[src/rtl/booth_pkg.sv]
// rtl/booth_pkg.sv - shared widths, state encoding and Booth recode constants
package booth_pkg;

    localparam int WIDTH = 8;
    localparam int STEPS = WIDTH;

    typedef enum logic [1:0] {
        IDLE = 2'd0,
        BUSY = 2'd1,
        DONE = 2'd2
    } state_t;

    // Booth recoding of the {Q[0], Q_1} pair.
    localparam logic [1:0] ENC_NOP0 = 2'b00;
    localparam logic [1:0] ENC_ADD  = 2'b01;
    localparam logic [1:0] ENC_SUB  = 2'b10;
    localparam logic [1:0] ENC_NOP1 = 2'b11;

endpackage

[src/rtl/booth_step.sv]
// rtl/booth_step.sv - one combinational radix-2 Booth add/sub and arithmetic shift
//
// a_i/q_i/q1_i/m_i : current accumulator, multiplier, previous LSB, multiplicand
// a_o/q_o/q1_o     : state after the add/sub and the shift of {A,Q,Q_1}
module booth_step
    import booth_pkg::*;
#(
    parameter int WIDTH = booth_pkg::WIDTH
) (
    input  logic [WIDTH:0]   a_i,
    input  logic [WIDTH-1:0] q_i,
    input  logic             q1_i,
    input  logic [WIDTH:0]   m_i,
    output logic [WIDTH:0]   a_o,
    output logic [WIDTH-1:0] q_o,
    output logic             q1_o
);

    logic [WIDTH:0] sum;

    always_comb begin
        sum = a_i;
        case ({q_i[0], q1_i})
            ENC_ADD: sum = a_i + m_i;
            ENC_SUB: sum = a_i - m_i;
            default: sum = a_i;
        endcase
        // Arithmetic shift of the concatenation {sum, Q, Q_1}: the guard bit
        // of A is replicated so M = -2^(WIDTH-1) never overflows.
        a_o  = {sum[WIDTH], sum[WIDTH:1]};
        q_o  = {sum[0], q_i[WIDTH-1:1]};
        q1_o = q_i[0];
    end

endmodule

[src/rtl/booth_multiplier.sv]
// rtl/booth_multiplier.sv - sequential radix-2 Booth signed multiplier
//
// ans   : registered signed product, 2*WIDTH bits
// m, r  : signed multiplicand / multiplier, sampled only when start is accepted
// clk   : rising-edge clock
// rst   : asynchronous active-low reset
// start : accepted in IDLE or DONE, ignored while BUSY
// ready : high while ans holds a completed product
module booth_multiplier
    import booth_pkg::*;
#(
    parameter int WIDTH = booth_pkg::WIDTH
) (
    output logic [2*WIDTH-1:0] ans,
    input  logic [WIDTH-1:0]   m,
    input  logic [WIDTH-1:0]   r,
    input  logic               clk,
    input  logic               rst,
    input  logic               start,
    output logic               ready
);

    localparam int CNT_W = $clog2(WIDTH + 1);

    state_t             state_q, state_d;
    logic [WIDTH:0]     a_q, a_d;
    logic [WIDTH-1:0]   q_q, q_d;
    logic               q1_q, q1_d;
    logic [WIDTH:0]     m_q, m_d;
    logic [CNT_W-1:0]   count_q, count_d;
    logic [2*WIDTH-1:0] ans_q, ans_d;
    logic               ready_q, ready_d;

    logic [WIDTH:0]     a_nx;
    logic [WIDTH-1:0]   q_nx;
    logic               q1_nx;

    booth_step #(.WIDTH(WIDTH)) u_step (
        .a_i  (a_q),
        .q_i  (q_q),
        .q1_i (q1_q),
        .m_i  (m_q),
        .a_o  (a_nx),
        .q_o  (q_nx),
        .q1_o (q1_nx)
    );

    always_comb begin
        state_d = state_q;
        a_d     = a_q;
        q_d     = q_q;
        q1_d    = q1_q;
        m_d     = m_q;
        count_d = count_q;
        ans_d   = ans_q;
        ready_d = ready_q;

        case (state_q)
            IDLE, DONE: begin
                if (start) begin
                    a_d     = '0;
                    q_d     = r;
                    q1_d    = 1'b0;
                    m_d     = {m[WIDTH-1], m};
                    count_d = CNT_W'(STEPS);
                    ready_d = 1'b0;
                    state_d = BUSY;
                end
            end
            BUSY: begin
                a_d     = a_nx;
                q_d     = q_nx;
                q1_d    = q1_nx;
                count_d = count_q - 1'b1;
                // count_q == 1 means this edge performs the final step, so the
                // product is taken straight from the step outputs.
                if (count_q == CNT_W'(1)) begin
                    ans_d   = {a_nx[WIDTH-1:0], q_nx};
                    ready_d = 1'b1;
                    state_d = DONE;
                end
            end
            default: state_d = IDLE;
        endcase
    end

    always_ff @(posedge clk or negedge rst) begin
        if (!rst) begin
            state_q <= IDLE;
            a_q     <= '0;
            q_q     <= '0;
            q1_q    <= 1'b0;
            m_q     <= '0;
            count_q <= '0;
            ans_q   <= '0;
            ready_q <= 1'b0;
        end else begin
            state_q <= state_d;
            a_q     <= a_d;
            q_q     <= q_d;
            q1_q    <= q1_d;
            m_q     <= m_d;
            count_q <= count_d;
            ans_q   <= ans_d;
            ready_q <= ready_d;
        end
    end

    assign ans   = ans_q;
    assign ready = ready_q;

endmodule

[config.mk]
export PLATFORM = sky130hd
export DESIGN_NAME = booth_multiplier
export DESIGN_NICKNAME = d
export VERILOG_FILES = /design/src/rtl/booth_pkg.sv /design/src/rtl/booth_step.sv /design/src/rtl/booth_multiplier.sv
export SDC_FILE = /design/constraint.sdc
export NUM_CORES = 1
export LEC_CHECK = 0
export ABC_AREA = 1
export BUFFER_PORTS_ARGS = -buffer_cell sky130_fd_sc_hd__buf_4
export CAP_MARGIN = 20
export CORE_MARGIN = 5
export CORE_UTILIZATION = 57
export CTS_CLUSTER_SIZE = 8
export DETAILED_ROUTE_END_ITERATION = 10
export PLACE_DENSITY = 0.89
export SETUP_SLACK_MARGIN = 0.3
export SLEW_MARGIN = 40
export SYNTH_ARGS = -nofsm -noshare
export SYNTH_HDL_FRONTEND = slang
export SYNTH_SLANG_ARGS = --single-unit
export TNS_END_PERCENT = 20
[constraint.sdc]
create_clock -name clk -period 2.85 [get_ports clk]
set_input_delay 0.4275 -clock clk [delete_from_list [all_inputs] [get_ports clk]]
set_output_delay 0.4275 -clock clk [all_outputs]
set_load 0.02 [all_outputs]
### After elaboration in Yosys (flattened, before gate mapping)

Index checks and enable logic that the tools add are counted.

| storage, ports and cells | value |
|---|---|
| logic and storage cells | 40 |
| bits in registers | 49 |
| output and inout bits | 17 |
| bits of input ports | 19 |

| cells by class | value |
|---|---|
| multiplexer cells | 14 |
| eq/ne operators | 7 |
| reductions and logical operators | 8 |
| add/subtract/negate cells | 3 |

Operator list:

| kind | number |
|---|---|
| 9-bit case mux with 2 select lines | 2 |
| 8-bit case mux with 2 select lines | 1 |
| 9-bit adder | 1 |
| 9-bit two-way mux | 1 |
| 9-bit subtractor | 1 |
| 8-bit two-way mux | 1 |
| 4-bit case mux with 2 select lines | 1 |
| 2-bit AND reduction | 4 |
| 2-bit by 1-bit == test with 1-bit output, second input constant | 2 |
| 2-bit == test, second input constant | 2 |
| 4-bit by 1-bit == test with 1-bit output, second input constant | 1 |
| 2-bit two-way mux | 2 |
| 4-bit two-way mux | 1 |
| 2-bit inequality test, second input constant | 2 |
| 1-bit case mux with 2 select lines | 2 |
| 2-bit case mux with 2 select lines | 1 |
| 4-bit by 1-bit subtractor with 4-bit output, second input constant | 1 |
| 3-bit AND reduction | 1 |
| 2-bit zero test | 1 |
| 1-bit two-way mux | 2 |
| 2-bit nonzero test | 1 |
| 2-bit OR reduction | 1 |

### Depth between registers and ports, before layout

Gate-level depths: netlist (run 1).

| logic depth | value |
|---|---|
| depth after elaboration | 4 |
| mapped depth | 19 |

### Hierarchy

A second synthesis (run 1) with hierarchy kept.

| unflattened totals | value |
|---|---|
| cell total of the unflattened synthesis | 356 |
| area total of the unflattened synthesis | 2835.2 µm² |

By module, submodules not included:

| module | times used | seq. area each (µm²) | cells an instance | area an instance (µm²) |
|---|---|---|---|---|
| booth_multiplier | 1 | 1226.2 | 218 | 2077.0 |
| booth_step | 1 | 0.0 | 138 | 758.2 |

### Least setup slack after synthesis (run 1)

OpenSTA, ideal clock, no wires.

| path | value |
|---|---|
| kind | reg-to-reg |
| from | register m_q[0] |
| to | register ans_q[15], in the netlist ans[15] |
| required time | 2734 ps |
| period minus slack after synthesis | 2391 ps |
| buffers on the path | 0 |
| data arrival time | 2275 ps |
| stages on the path, launching flop included | 20 |
| library setup time | 116 ps |
| setup slack | 459 ps |
| path through | dfrtp_1 > inv_1 > ha_1 > inv_1 > nor2_1 > nand2_1 > o31ai_1 > xnor2_1 > inv_1 > ha_1 > nand2_1 > inv_1 > a21oi_1 > nand2_1 > nand2_1 > nand3_1 > nand2_1 > nand2_1 > nand2_1 > nand2_1 |

| on the way | value |
|---|---|
| longest elaborated chain between the ends | 2 |
| elaborated cells between the ends (all ways) | 3 |
| classes of those cells | add/sub: 2; mux: 1 |

RTL lines:

| what | RTL line | source |
|---|---|---|
| start: declaration | booth_multiplier.sv:29 | `logic [WIDTH:0] m_q, m_d;` |
| start signal: assignment | booth_multiplier.sv:102 | `m_q <= m_d;` |
| 9-bit subtractor / 9-bit adder (equally long branches) | booth_step.sv:25, booth_step.sv:24 |  |
| 9-bit case mux with 2 select lines * | booth_step.sv:23 | `case ({q_i[0], q1_i})` |
| end signal: assignment | booth_multiplier.sv:104 | `ans_q <= ans_d;` |
| end: declaration | booth_multiplier.sv:31 | `logic [2*WIDTH-1:0] ans_q, ans_d;` |

Mark *: on every way between the ends. The rest lies on a longest branch, timed or not.
A chain may end at the register's enable or synchronous reset.

### Worst setup path in the final report (run 1)

| path | value |
|---|---|
| from | register m_q[0] |
| to | register a_q[5] |

| on the way | value |
|---|---|
| longest elaborated chain between the ends | 3 |
| elaborated cells between the ends (all ways) | 4 |
| classes of those cells | add/sub: 2; mux: 2 |

RTL lines:

| what | RTL line | source |
|---|---|---|
| 9-bit subtractor / 9-bit adder (equally long branches) | booth_step.sv:25, booth_step.sv:24 |  |
| 9-bit case mux with 2 select lines * | booth_step.sv:23 |  |
| 9-bit case mux with 2 select lines * | booth_multiplier.sv:58 | `case (state_q)` |
| end signal: assignment | booth_multiplier.sv:90 | `a_q <= '0;` |
| end signal: assignment | booth_multiplier.sv:99 | `a_q <= a_d;` |
| end: declaration | booth_multiplier.sv:26 | `logic [WIDTH:0] a_q, a_d;` |

Marked as above.

==> results of run 1 <==
-- final cells by class --
cell class                 count  share of cell area [%]
multi-input combinational    215                    40.6
sequential                    48                    38.4
timing repair buffer          44                    10.6
inverter                      42                    5.24
clock buffer                   6                    2.64
tap                           52                    2.08
clock inverter                 2                   0.480
-- cells in the final DEF (no fill, tap or decap), types with 2 or more instances in the layout --
cell type,instances
ha_4,3
clkbuf_8,6
or2_2,2
nand3_1,15
o21ai_1,11
nand2_2,2
buf_4,44
nor2_4,2
nand3_2,4
a22o_1,3
o22ai_1,3
nand2_1,106
dfrtp_1,48
o21ai_0,7
a21oi_1,7
xnor2_1,3
inv_2,9
nor3_2,2
xor2_1,3
ha_1,8
o21ai_2,8
clkinvlp_4,3
o221ai_1,7
inv_1,31
nor2_1,7
nand4_1,3
-- timing repair --
| item | CTS | global route |
|---|---|---|
| setup endpoints to repair | 2 | 12 |
| gates resized for setup | 3 | 22 |
| buffers inserted | 0 | 8 |
| pin swaps | 0 | 13 |
-- through the flow --
stage	utilization, %	setup WS (ns)	cells	hold slack (ns)	area (µm²)
after CTS	68.1	0.323	401	0.134	2980
after detailed placement	65.4	0.177	393	0.464	2870
after global placement	65.4	0.354	393	0.457	2870
final	71.4	0.311	409	0.106	3130
after global routing	71.4	0.131	409	0.169	3130
after floorplan	-	0.459	312	0.132	2580
-- how the worst max path moves through the flow --
stage	endpoint	slack (ns)	cells after the start
floorplan	ans[15]	0.46	19
finish	a_q[5]	0.31	15
CTS	a_q[7]	0.32	19
detailed placement	a_q[7]	0.18	19
global placement	ans[15]	0.35	19
global route	a_q[5]	0.13	15
-- worst reg2reg max path: cells and delay by family (launching register included) --
kind            cells  cell delay [ns]
compound gates      4             0.68
fa+ha+maj           2             0.56
buf+inv             3             0.27
flops               1             0.38
simple gates        6             0.51
-- state kept, by name (all words and copies together), names as in the netlist --
| name | flops |
|---|---|
| m_q | 8 |
| a_q | 8 |
| state_q | 2 |
| ans | 16 |
| count_q | 4 |
| q_q | 8 |
| ready | 1 |
| q1_q | 1 |
-- per-layer routing --
metal	part of all wire, %	vias to the layer above	global-route usage (%)
met3	6.4	14	3.51
met4	2.1	0	8.25
met2	49	87	33.4
met1	42	1054	25.6
met5	0	-	0
li1	-	1100	-
-- logic make-up (layout without fill, tap and decap cells) --
family,count (synthesis),in the layout,share of synthesized area (%)
and+or+nand+nor,146,146,24.0
AOI/OAI and AO/OA,50,50,12.8
buffers and inverters,49,94,8.01
DFF,48,48,46.6
adders and majority gates,13,13,6.60
xor gates and xnor gates,6,6,2.04
==> out/summary.txt, run 1 <==
Worst setup EP type: flip-flop
clock-pin slew on the worst setup and hold paths: 0.09 ns
status: finished, final reports clean
initial antenna violation count: 0
most common library cells after synthesis: nand2_1 (109), dfrtp_1 (48), inv_1 (36), nand3_1 (19), ha_1 (12)
Routed WL per cell: 15.2 µm
worst hold path class: primary input to asynchronous set/reset pin
DP Wirelength: 4080 µm
crit path max fanout: 5
Placer Congestion: 0.924
Area Growth Syn to Fin: 21.5%
worst path bufs/invs: 3
mean post-synth cell area: 8.26 µm²
final wirelength: 6200 µm
antenna viol nets, final: 0
vias in the first global route: 2179
worst setup path class: flip-flop to flip-flop
minimum clock period: 2.54 ns
Boundary Pins: 36
actual slew at the worst max-slew pin: 0.594 ns
drt drc: 0
H-tree levels: 2
Seq/Total Area, Yosys: 46.6%
Crit path max-delay family: compound AO/OA/AOI/OAI gates
Critical Path Slowest Stage Cell: ha_1
Final Skew: 0.00941 ns
Slew Limit Fails: 0
DIE AREA: 0.00597 mm²
setup tns final: 0 ns
1st-pass router iterations: 4
Slew HR: 60.4%
Die X: 77.2 µm
NumNets Final: 388
Seq cells post-synth: 48
Max Cap Violations: 0
Fin. Hold Viols: 0
worst r2r src: m_q[0]
Iter 0 DRT Violations: 177
largest net degree at the start of global routing: 49
launch point of the worst path: m_q[0]
Std-Cell Rows: 24
Synth area leader: dfrtp_1
CTS Buffer Depth: 2
YS warnings: 0
hold-fix buffers at CTS: 0
layout filler cell count: 335
WP data arrival: 2.73 ns
area of the multi-input gates: 0.00127 mm²
count leader, synth: nand2_1
DR vias/cell: 5.51
Reg-to-Reg End: a_q[5]
CP Launch Type: flip-flop
R2R Setup Slk: 0.31 ns
antenna cell count: 0
main area contributors after synthesis: dfrtp_1 (47%), nand2_1 (16%), ha_1 (5.8%), inv_1 (5.2%), nand3_1 (3.7%)
clock latency on the worst-skew pair: 0.32 ns
post-synth cell types: 31
number of synthesized flops with an enable pin: 0
CTS tree: done
FF/Latch Area: 0.00120 mm²
via count: 2255
Max Clk Rate: 0.394 GHz
Clock Tree Root: clkbuf_8
Yosys top cell area share: 46.6%
crit-path cells: inv_2 -> ha_4 -> inv_2 -> nor2_4 -> buf_4 -> o21ai_0 -> o21ai_0 -> ha_1 -> nand3_2 -> nand3_2 -> nand3_1 -> nand3_1 -> nand2_1 -> o21ai_1 -> o21ai_1
Post-synth top flop: dfrtp_1
r2r worst-path depth: 15
total congestion overflow: 0
Synth Net Count: 344
CP Data Required Time: 3.04 ns
die span in y: 77.2 µm
Initial Utilization: 58.8%
Syn Inst Count: 312
clk sinks: 48
number of buffers added on ports: 35
GRT Overall Usage: 20.1%
share of layout cells above drive strength 1: 25.5%
final period utilization: 89.1%
Setup-failing EPs final: 0
first-pass GRT wire length: 9760 µm
slowest cell delay on critical path: 0.40 ns
Num CTS Buffers: 5
FFs w/ async S/R, synth: 100%
core area: 0.00438 mm²
synthesized area: 0.00258 mm²
RSZ-0062 raised after global routing: yes
Power of run 1 is not shown: default switching activity piles up to over one toggle a cycle in this logic, so the estimate is an artifact.
==> run 2: changes to the inputs <==
--- a/config.mk
+++ b/config.mk
@@ -12,7 +12,9 @@
 export CORE_UTILIZATION = 57
 export CTS_CLUSTER_SIZE = 8
 export DETAILED_ROUTE_END_ITERATION = 10
+export GPL_TIMING_DRIVEN = 0
 export PLACE_DENSITY = 0.89
+export REMOVE_ABC_BUFFERS = 1
 export SETUP_SLACK_MARGIN = 0.3
 export SLEW_MARGIN = 40
 export SYNTH_ARGS = -nofsm -noshare
==> run 2 against run 1 <==
Routed wire length down 5.6%. Clock skew down 0.0032 ns. Critical endpoint is now a_q[7]. Worst hold slack better by 0.014 ns. Largest cell class unchanged. Sequential share of layout area up 0.28 points. Final cell count down 0.98%.
==> out/summary.txt, run 2 (synthesis results as in run 1) <==
clock latency on the worst-skew pair: 0.30 ns
R2R Setup Slk: 0.30 ns
1st-pass router iterations: 4
Final Skew: 0.00616 ns
Slew Limit Fails: 0
number of flip-flops in the largest register: 16
CP Launch Type: flip-flop
WP data arrival: 2.75 ns
H-tree levels: 2
Worst setup EP type: flip-flop
crit path max fanout: 3
Max Clk Rate: 0.392 GHz
vias in the first global route: 2099
final period utilization: 89.5%
busiest layer in global routing: met2
Final Util: 70.9%
status: finished, final reports clean
actual slew at the worst max-slew pin: 0.623 ns
clock-pin slew on the worst setup and hold paths: 0.09 ns
Boundary Pins: 36
worst hold path class: primary input to asynchronous set/reset pin
DR vias/cell: 5.46
Inst Count DP: 392
worst setup path class: flip-flop to flip-flop
minimum clock period: 2.55 ns
commonest non-fill, non-tap cell in the layout: nand2_1
Routed WL per cell: 14.4 µm
DP Wirelength: 3840 µm
Setup-failing EPs final: 0
GR Util met3: 5.04%
Num CTS Buffers: 5
RSZ-0062 raised after global routing: yes
clk sinks: 48
Iter 0 DRT Violations: 219
CTS Buffer Depth: 2
via count: 2211
die span in y: 77.2 µm
CTS tree: done
Initial Utilization: 58.8%
Die X: 77.2 µm
NumNets Final: 384
Fin. Hold Viols: 0
Reg-to-Reg End: a_q[7]
most frequent cells in the layout: nand2_1 (106), dfrtp_1 (48), buf_4 (40)
Slew HR: 58.4%
setup tns final: 0 ns
antenna viol nets, final: 0
number of buffers added on ports: 35
GRT met2 Usage: 32.4%
Std-Cell Rows: 24
GRT Overall Usage: 19.4%
final wirelength: 5850 µm
worst r2r src: m_q[1]
Placer Congestion: 0.936
CP Data Required Time: 3.05 ns
M1 GR Usage: 24.4%
total congestion overflow: 0
core area: 0.00438 mm²
largest net degree at the start of global routing: 49
post-route insts no fill: 405
r2r worst-path depth: 18
placed inst area: 0.00286 mm²
antenna cell count: 0
Area Growth Syn to Fin: 20.6%
fin area: 0.00311 mm²
Clock Tree Root: clkbuf_8
share of layout cells above drive strength 1: 23.5%
drt drc: 0
initial antenna violation count: 0
Max Cap Violations: 0
DIE AREA: 0.00597 mm²
first-pass GRT wire length: 9440 µm
## run 2: cell count changes in the layout (fill, tap and decap cells not counted), sizes merged
| cell | delta |
|---|---|
| buf | -4 |
| bufinv | +1 |
| clkinv | +1 |
| clkinvlp | -3 |
| inv | +1 |
## run 2: area by class of cell
class	instances	area [µm²]
fill	349	1280
multi-input combinational	215	1260
sequential	48	1200
timing repair buffer	40	300
inverter	42	160
clock buffer	6	82.6
tap	52	65.1
clock inverter	2	38.8
## run 2: repair_timing
item | CTS | global route
setup buffers | 0 | 5
pin swaps | 0 | 13
hold endpoints to repair | 0 | 0
endpoints found under the setup margin | 2 | 7
hold buffers | 0 | 0
gates resized for setup | 4 | 17
## run 2: metal layers
| metal | wire length, µm | part of all wire (%) |
|---|---|---|
| met4 | 110 | 1.9 |
| met3 | 323 | 5.5 |
| met1 | 2550 | 44 |
| met2 | 2860 | 49 |
| met5 | 0 | 0 |
## run 2: worst max path at each step
stage / start / end / cells past startpoint
6_report: m_q[1] / a_q[7] / 18
5_1_grt: m_q[0] / a_q[7] / 18
4_1_cts: m_q[1] / a_q[7] / 19
3_5_place_dp: m_q[1] / a_q[7] / 19
3_3_place_gp: m_q[0] / ans[15] / 19
2_1_floorplan: m_q[0] / ans[15] / 19
## run 2: through the flow
step	hold WS, ns	worst slack, ns
floorplan	0.132	0.459
global placement	0.459	0.252
detailed placement	0.466	0.146
CTS	0.133	0.322
global route	0.162	0.106
finish	0.120	0.298
## run 2: worst max-delay path, cell delays in order (launching register included)
cell     delay, ns
dfrtp_1       0.38
inv_2         0.10
ha_4          0.16
inv_2         0.04
nor2_4        0.12
nand2_2       0.08
o31ai_4       0.22
xnor2_1       0.15
inv_1         0.11
ha_4          0.30
nand2_4       0.05
nor3_2        0.16
nand2_1       0.11
nand2_1       0.12
nand2_2       0.07
nand4_1       0.10
nand2_1       0.07
nand2_1       0.06
nand2_1       0.06
Power of run 2 is left out for the same reason.
